==> config.mk <==
export PLATFORM = sky130hd
export DESIGN_NAME = ulpi_reg_read_flat
export DESIGN_NICKNAME = d
export VERILOG_FILES = /design/src/rtl/ulpi_reg_read_if.sv /design/src/rtl/ulpi_reg_read.sv /design/src/flat_wrapper.sv
export SDC_FILE = /design/constraint.sdc
export NUM_CORES = 1
export LEC_CHECK = 0
export ABC_AREA = 1
export BUFFER_PORTS_ARGS = -buffer_cell sky130_fd_sc_hd__buf_2
export CORE_MARGIN = 2
export CORE_UTILIZATION = 52
export CTS_BUF_LIST = sky130_fd_sc_hd__clkbuf_16
export DETAILED_ROUTE_END_ITERATION = 12
export PLACE_DENSITY = 0.82
export SYNTH_ARGS = -nofsm -noshare
export SYNTH_HDL_FRONTEND = slang
export SYNTH_SLANG_ARGS = --single-unit
==> constraint.sdc <==
create_clock -name clk_ULPI -period 1.9 [get_ports clk_ULPI]
set_clock_uncertainty 0.15 [all_clocks]
set_input_delay 0.38 -clock clk_ULPI [delete_from_list [all_inputs] [get_ports clk_ULPI]]
set_output_delay 0.38 -clock clk_ULPI [all_outputs]
set_load 0.005 [all_outputs]
==> src/rtl/ulpi_reg_read_if.sv <==
// Signal bundle for the ULPI register-read initiator: control request/response plus the ULPI bus.
// slave = the initiator block, master = control logic / PHY side.
interface ulpi_reg_read_if;
   logic       PrR;
   logic [5:0] ADDR;
   logic       busy;
   logic       done;
   logic       err;
   logic [7:0] REG_VAL;
   logic       DIR;
   logic       NXT;
   logic [7:0] DATA_I;
   logic [7:0] DATA_O;

   modport slave (
      input  PrR, ADDR, DIR, NXT, DATA_I,
      output busy, done, err, REG_VAL, DATA_O
   );

   modport master (
      output PrR, ADDR, DIR, NXT, DATA_I,
      input  busy, done, err, REG_VAL, DATA_O
   );
endinterface

==> src/rtl/ulpi_reg_read.sv <==
// ULPI immediate register read initiator: TXCMD, turnaround, single-byte capture.
// Optional TXCMD/TURN timeout is enabled by defining ULPI_RR_TIMEOUT_EN.
module ulpi_reg_read #(
   parameter int TIMEOUT_CYCLES = 255
) (
   input  logic           clk_ULPI,
   input  logic           rst,
   ulpi_reg_read_if.slave bus
);

   typedef enum logic [2:0] {
      S_IDLE  = 3'd0,
      S_TXCMD = 3'd1,
      S_TURN  = 3'd2,
      S_DATA  = 3'd3,
      S_END   = 3'd4,
      S_ABORT = 3'd5
   } state_t;

   state_t     state_q, state_d;
   logic [5:0] addr_q, addr_d;
   logic [7:0] data_o_q, data_o_d;
   logic [7:0] reg_val_q, reg_val_d;
   logic       done_q, done_d;
   logic       err_q, err_d;
   logic       timeout;

   if (TIMEOUT_CYCLES < 1) begin : g_bad_timeout
      $error("TIMEOUT_CYCLES must be at least 1");
   end

`ifdef ULPI_RR_TIMEOUT_EN
   localparam int CW = ($clog2(TIMEOUT_CYCLES + 1) > 8) ? $clog2(TIMEOUT_CYCLES + 1) : 8;

   logic [CW-1:0] cnt_q, cnt_d;

   // Counter restarts on every entry to TXCMD, so an ABORT retry gets a fresh budget.
   always_comb begin
      cnt_d = cnt_q;
      if (state_d == S_TXCMD && state_q != S_TXCMD)
         cnt_d = '0;
      else if (state_q == S_TXCMD || state_q == S_TURN)
         cnt_d = cnt_q + CW'(1);
   end

   always_ff @(posedge clk_ULPI or negedge rst) begin
      if (!rst) cnt_q <= '0;
      else      cnt_q <= cnt_d;
   end

   assign timeout = (state_q == S_TXCMD || state_q == S_TURN) &&
                    (cnt_q == CW'(TIMEOUT_CYCLES - 1));
`else
   assign timeout = 1'b0;
`endif

   // State and registered outputs
   always_ff @(posedge clk_ULPI or negedge rst) begin
      if (!rst) begin
         state_q   <= S_IDLE;
         addr_q    <= '0;
         data_o_q  <= 8'h00;
         reg_val_q <= 8'h00;
         done_q    <= 1'b0;
         err_q     <= 1'b0;
      end else begin
         // NOTE: non-blocking so every register samples pre-edge values, independent of statement order.
         state_q   <= state_d;
         addr_q    <= addr_d;
         data_o_q  <= data_o_d;
         reg_val_q <= reg_val_d;
         done_q    <= done_d;
         err_q     <= err_d;
      end
   end

   // Next-state; DIR beats NXT in TXCMD because the PHY owns the bus once it raises DIR.
   always_comb begin
      // NOTE: defaults first so every path assigns every output and no latch is inferred.
      state_d = state_q;
      addr_d  = addr_q;
      case (state_q)
         S_IDLE: begin
            if (bus.PrR) begin
               state_d = S_TXCMD;
               addr_d  = bus.ADDR;
            end
         end
         S_TXCMD: begin
            if (timeout)      state_d = S_IDLE;
            else if (bus.DIR) state_d = S_ABORT;
            else if (bus.NXT) state_d = S_TURN;
         end
         S_TURN: begin
            if (timeout)      state_d = S_IDLE;
            else if (bus.DIR) state_d = S_DATA;
         end
         S_DATA:  state_d = S_END;
         S_END:   if (!bus.DIR) state_d = S_IDLE;
         S_ABORT: if (!bus.DIR) state_d = S_TXCMD;
         default: state_d = S_IDLE;
      endcase
   end

   // Outputs are derived from the next state so DATA_O tracks TXCMD with no extra cycle of lag.
   always_comb begin
      data_o_d  = (state_d == S_TXCMD) ? {2'b11, addr_d} : 8'h00;
      done_d    = (state_q == S_DATA);
      err_d     = timeout;
      reg_val_d = (state_q == S_DATA) ? bus.DATA_I : reg_val_q;
   end

   assign bus.busy    = (state_q != S_IDLE);
   assign bus.done    = done_q;
   assign bus.err     = err_q;
   assign bus.REG_VAL = reg_val_q;
   assign bus.DATA_O  = data_o_q;

endmodule

==> src/flat_wrapper.sv <==
// flat-port wrapper written by rule: the top's interface ports become plain ports
module ulpi_reg_read_flat 
#(
   parameter int TIMEOUT_CYCLES = 255
)
  (clk_ULPI, rst, bus_PrR, bus_ADDR, bus_DIR, bus_NXT, bus_DATA_I, bus_busy, bus_done, bus_err, bus_REG_VAL, bus_DATA_O);
  ulpi_reg_read_if bus_i ();
  input  logic clk_ULPI;
  input  logic rst;
  input wire logic [$bits(bus_i.PrR)-1:0] bus_PrR;
  input wire logic [$bits(bus_i.ADDR)-1:0] bus_ADDR;
  input wire logic [$bits(bus_i.DIR)-1:0] bus_DIR;
  input wire logic [$bits(bus_i.NXT)-1:0] bus_NXT;
  input wire logic [$bits(bus_i.DATA_I)-1:0] bus_DATA_I;
  output wire logic [$bits(bus_i.busy)-1:0] bus_busy;
  output wire logic [$bits(bus_i.done)-1:0] bus_done;
  output wire logic [$bits(bus_i.err)-1:0] bus_err;
  output wire logic [$bits(bus_i.REG_VAL)-1:0] bus_REG_VAL;
  output wire logic [$bits(bus_i.DATA_O)-1:0] bus_DATA_O;
  assign bus_i.PrR = bus_PrR;
  assign bus_i.ADDR = bus_ADDR;
  assign bus_i.DIR = bus_DIR;
  assign bus_i.NXT = bus_NXT;
  assign bus_i.DATA_I = bus_DATA_I;
  assign bus_busy = bus_i.busy;
  assign bus_done = bus_i.done;
  assign bus_err = bus_i.err;
  assign bus_REG_VAL = bus_i.REG_VAL;
  assign bus_DATA_O = bus_i.DATA_O;
  ulpi_reg_read #(.TIMEOUT_CYCLES(TIMEOUT_CYCLES)) u_core (.clk_ULPI(clk_ULPI), .rst(rst), .bus(bus_i));
endmodule
Word-level counts from Yosys, hierarchy flattened

Index checks and enable logic that the tools add are counted.
Widths: inputs -> output; s select.

Bits in registers: 26
Logic and storage cells: 23
Input port bits: 19

Muxes and demuxes: 10
Reductions and logical operators: 2
Equal/unequal tests: 6

Operator list:

| kind               | count |
|---|---|
| $mux 3             | 6 |
| $pmux 3 s6         | 1 |
| $mux 6             | 2 |
| $mux 8             | 1 |
| $eq 3x1->1 const B | 2 |
| $eq 3x2->1 const B | 2 |
| $eq 3x3->1 const B | 2 |
| $logic_not 3->1    | 1 |
| $reduce_bool 3->1  | 1 |

Longest topological paths before layout

Word-level depth: 5
Mapped depth: 7
Mapped depth without buffers: 6

Worst setup path after synthesis

OpenSTA, ideal clock, no wires.

Path kind: register -> register
From: register u_core.state_q[0]
To: register u_core.data_o_q[4] (netlist: u_core.bus.DATA_O[4])
Arrival: 1.044 ns
Path buffers: 0
Clock period less this slack: 1.275 ns
Path slack: 0.625 ns
Cell stages (with the launch flop): 6
Library setup time: 0.082 ns
Required time: 1.668 ns
Path through: dfrtp_1 -> nor2_4 -> nand3_4 -> nand2_1 -> nand2_2 -> nor3_2

Longest elaborated chain between the ends: 5

RTL lines:

| element                | RTL line             | text |
|---|---|---|
| start, declared        | ulpi_reg_read.sv:20  | `state_t state_q, state_d;` |
| start signal, assigned | ulpi_reg_read.sv:68  | `state_q <= state_d;` |
| $mux 3                 | ulpi_reg_read.sv:92  | `else if (bus.NXT) state_d = S_TURN;` |
| $mux 3                 | ulpi_reg_read.sv:91  | `else if (bus.DIR) state_d = S_ABORT;` |
| $pmux 3 s6             | ulpi_reg_read.sv:82  | `case (state_q)` |
| $eq 3x1->1             | ulpi_reg_read.sv:107 | `data_o_d = (state_d == S_TXCMD) ? {2'b11, addr_d} : 8'h00;` |
| $mux 8 *               | ulpi_reg_read.sv:107 |  |
| via u_core.data_o_d[4] | ulpi_reg_read.sv:22  | `logic [7:0] data_o_q, data_o_d;` |
| end signal, assigned   | ulpi_reg_read.sv:70  | `data_o_q <= data_o_d;` |
| end, declared          | ulpi_reg_read.sv:22  |  |

Mark *: on every way through the listed nets, which the timed path passes. The rest lies on a longest branch.
A chain may end at the register's enable or synchronous reset.

Worst setup path after layout

From: register u_core.state_q[0]
To: output bus_busy

Longest elaborated chain between the ends: 1

RTL lines:

| element           | RTL line             | text |
|---|---|---|
| $reduce_bool 3->1 | ulpi_reg_read.sv:113 | `assign bus.busy = (state_q != S_IDLE);` |
| end, declared     | flat_wrapper.sv:15   | `output wire logic [$bits(bus_i.busy)-1:0] bus_busy;` |

Every way passes these cells.

==> metrics.yaml <==
status: "completed"
grt_max_degree: 26
max_freq_ghz: 0.581
start_kind: "register"
pin_count: 38
drc_errors: 0
clk_latency_ps: 260
end_kind: "output port"
diodes: 0
synth_cell_types: 16
crit_chain: "nor2_4, nand2_1, buf_2"
cts_sinks: 25
initial_core_util: 0.567
min_from: "bus_DATA_I[5]"
grt_pass1_vias: 852
hold_slack_ps: 163
worst_r2r_path_depth: 5
grt_setup_unrepaired: "no"
drv_cap: 0
hold_class: "primary input to register"
synthesis.nets: 146
synth_warnings: 0
postRouteAntennaNets: 0
gp_congestion: 0.763
die_h_um: 50.9
drtIter0Drc: 10
clockRootBuffer: "clkbuf_16"
layout-drive-gt1-share: 0.364
dieWidth_um: 50.9
powerDensity_nw_per_um2: 1650
layout_min_cycle_time_ps: 1720
ys_seq_area_frac: 0.546
dr.pass1.iters: 4
cp_data_arrival_time_ps: 1190
htreeDepth: 1
total_leakage_power_nw: 0.840
critical_path.max_stage_delay_ps: 440
layout_common_cells: "nand2_1 (41), buf_2 (36), dfrtp_1 (25), inv_1 (23), nand2_2 (7)"
vias_per_cell: 4.80
syn_to_final_growth_pct: 24.5
antenna_found_initial: 0
avgRoutedWirePerCell_um: 11.8
cts_setup_buffers: 0
final_common_cell: "nand2_1"
worst_slew_margin_rel: 0.646
worstMarginPinSlew_ps: 532
fin_crit_sh: 0.906
slowest_stage: "dfrtp_1"
dp_hpwl_um: 1610
path_class: "register to output port"
grt-ovfl-total: 0
dpl_cell_area_sq_um: 1330
cts_made_buffers: 3
ff2ff_setup_slack_ps: 380
cts.path.max_buffers: 2
drv_slew: 0
design_area_sq_um: 1430
syn_avg_cell_area_sq_um: 9.02
hold_depth: 3
cts-hold-fix-buffers: 1
grt_use_total: 0.203
vdd_ir_drop_max_mv: 0.885
synthCells: 127
required_ps: 1370
path_max_fanout: 10
fin_setup_tns_ps: 0
timing.rr.start: "u_core.state_q[1]"
reg2reg_to: "u_core.bus.DATA_O[3]"
vias: 921
cts_tree: "yes"
dieArea_sq_um: 2600
nNetsFinal: 185
numPortBuffers: 36
routed_wl_um: 2270
grt_pass1_wl_um: 3880
fp-row-count: 16
cts_resized: 0
startpoint: "u_core.state_q[0]"
final-hold-violation-count: 0
synth_seq_cells: 25
clk_pin_slew_ps: 60
hold_end: "u_core.bus.REG_VAL[5]"
setup_violations: 0
netlist_area_sq_um: 1150
core_area_sq_um: 2020
layer usage:
layer	GRT usage	up-vias	wire length (um)
met1	0.280	435	1030
met3	0.0263	4	76
met4	0.0811	0	31
met2	0.327	20	1130
li1	-	462	-
met5	0	-	0
kinds of logic after synthesis:
logic type / share of synthesized area
flip-flops: 0.546
other: 0.00327
AND/OR/NAND/NOR: 0.340
buffers and inverters: 0.111
where the power goes:
part / internal (mW) / switching [mW] / total [mW] / leakage (nW)
clock: 0.286 / 0.186 / 0.471 / 0.0371
sequential: 0.764 / 0.133 / 0.896 / 0.304
combinational: 0.369 / 0.616 / 0.985 / 0.498
total: 1.42 / 0.934 / 2.35 / 0.840
stage by stage:
step                      worst slack, ps  total power [mW]  utilization  cells
final                                 179              2.35        0.705    192
after global routing                 90.7              2.55        0.705    192
after CTS                             172              2.36        0.705    192
after detailed placement              445              1.87        0.660    187
after global placement                475              1.82        0.660    187
after floorplan                       625              1.58            -    127
worst max-delay path: cells and delay by family (launching register included):
kind | cells | cell delay (ps)
buffers and inverters | 1 | 130
flip-flops | 1 | 440
AND/OR/NAND/NOR | 2 | 360
worst max path at each step:
stage	end	slack, ps
5_1_grt	bus_busy	90
3_5_place_dp	u_core.bus.DATA_O[1]	450
4_1_cts	bus_busy	170
6_report	bus_busy	180
3_3_place_gp	bus_busy	470
2_1_floorplan	u_core.bus.DATA_O[4]	620
cell type report:
class / count / area [sq um]
multi-input combinational: 74 / 393
inverter: 25 / 101
clock inverter: 1 / 7.51
clock buffer: 3 / 75.1
fill: 170 / 596
tap: 27 / 33.8
timing repair buffer: 37 / 190
sequential: 25 / 626
synthesized netlist by cell type:
master / count / area (sq um)
nand3_2: 2 / 20.0
conb_1: 1 / 3.75
buf_6: 1 / 11.3
nand2_2: 7 / 43.8
nor2_1: 5 / 18.8
dfrtp_1: 25 / 626
buf_4: 2 / 15.0
inv_2: 1 / 3.75
nor2_4: 2 / 22.5
inv_8: 1 / 11.3
inv_1: 23 / 86.3
nor3_2: 6 / 60.1
nand4_1: 6 / 37.5
nand3_1: 3 / 15.0
nand2_1: 41 / 154
nand3_4: 1 / 17.5
sequential cells by signal, indices dropped and copies added, names as in the netlist:
name,cells
u_core.state_q,3
u_core.bus.done,1
u_core.bus.REG_VAL,8
u_core.addr_q,6
u_core.bus.DATA_O,7
Power figures use the tool's default switching activity.
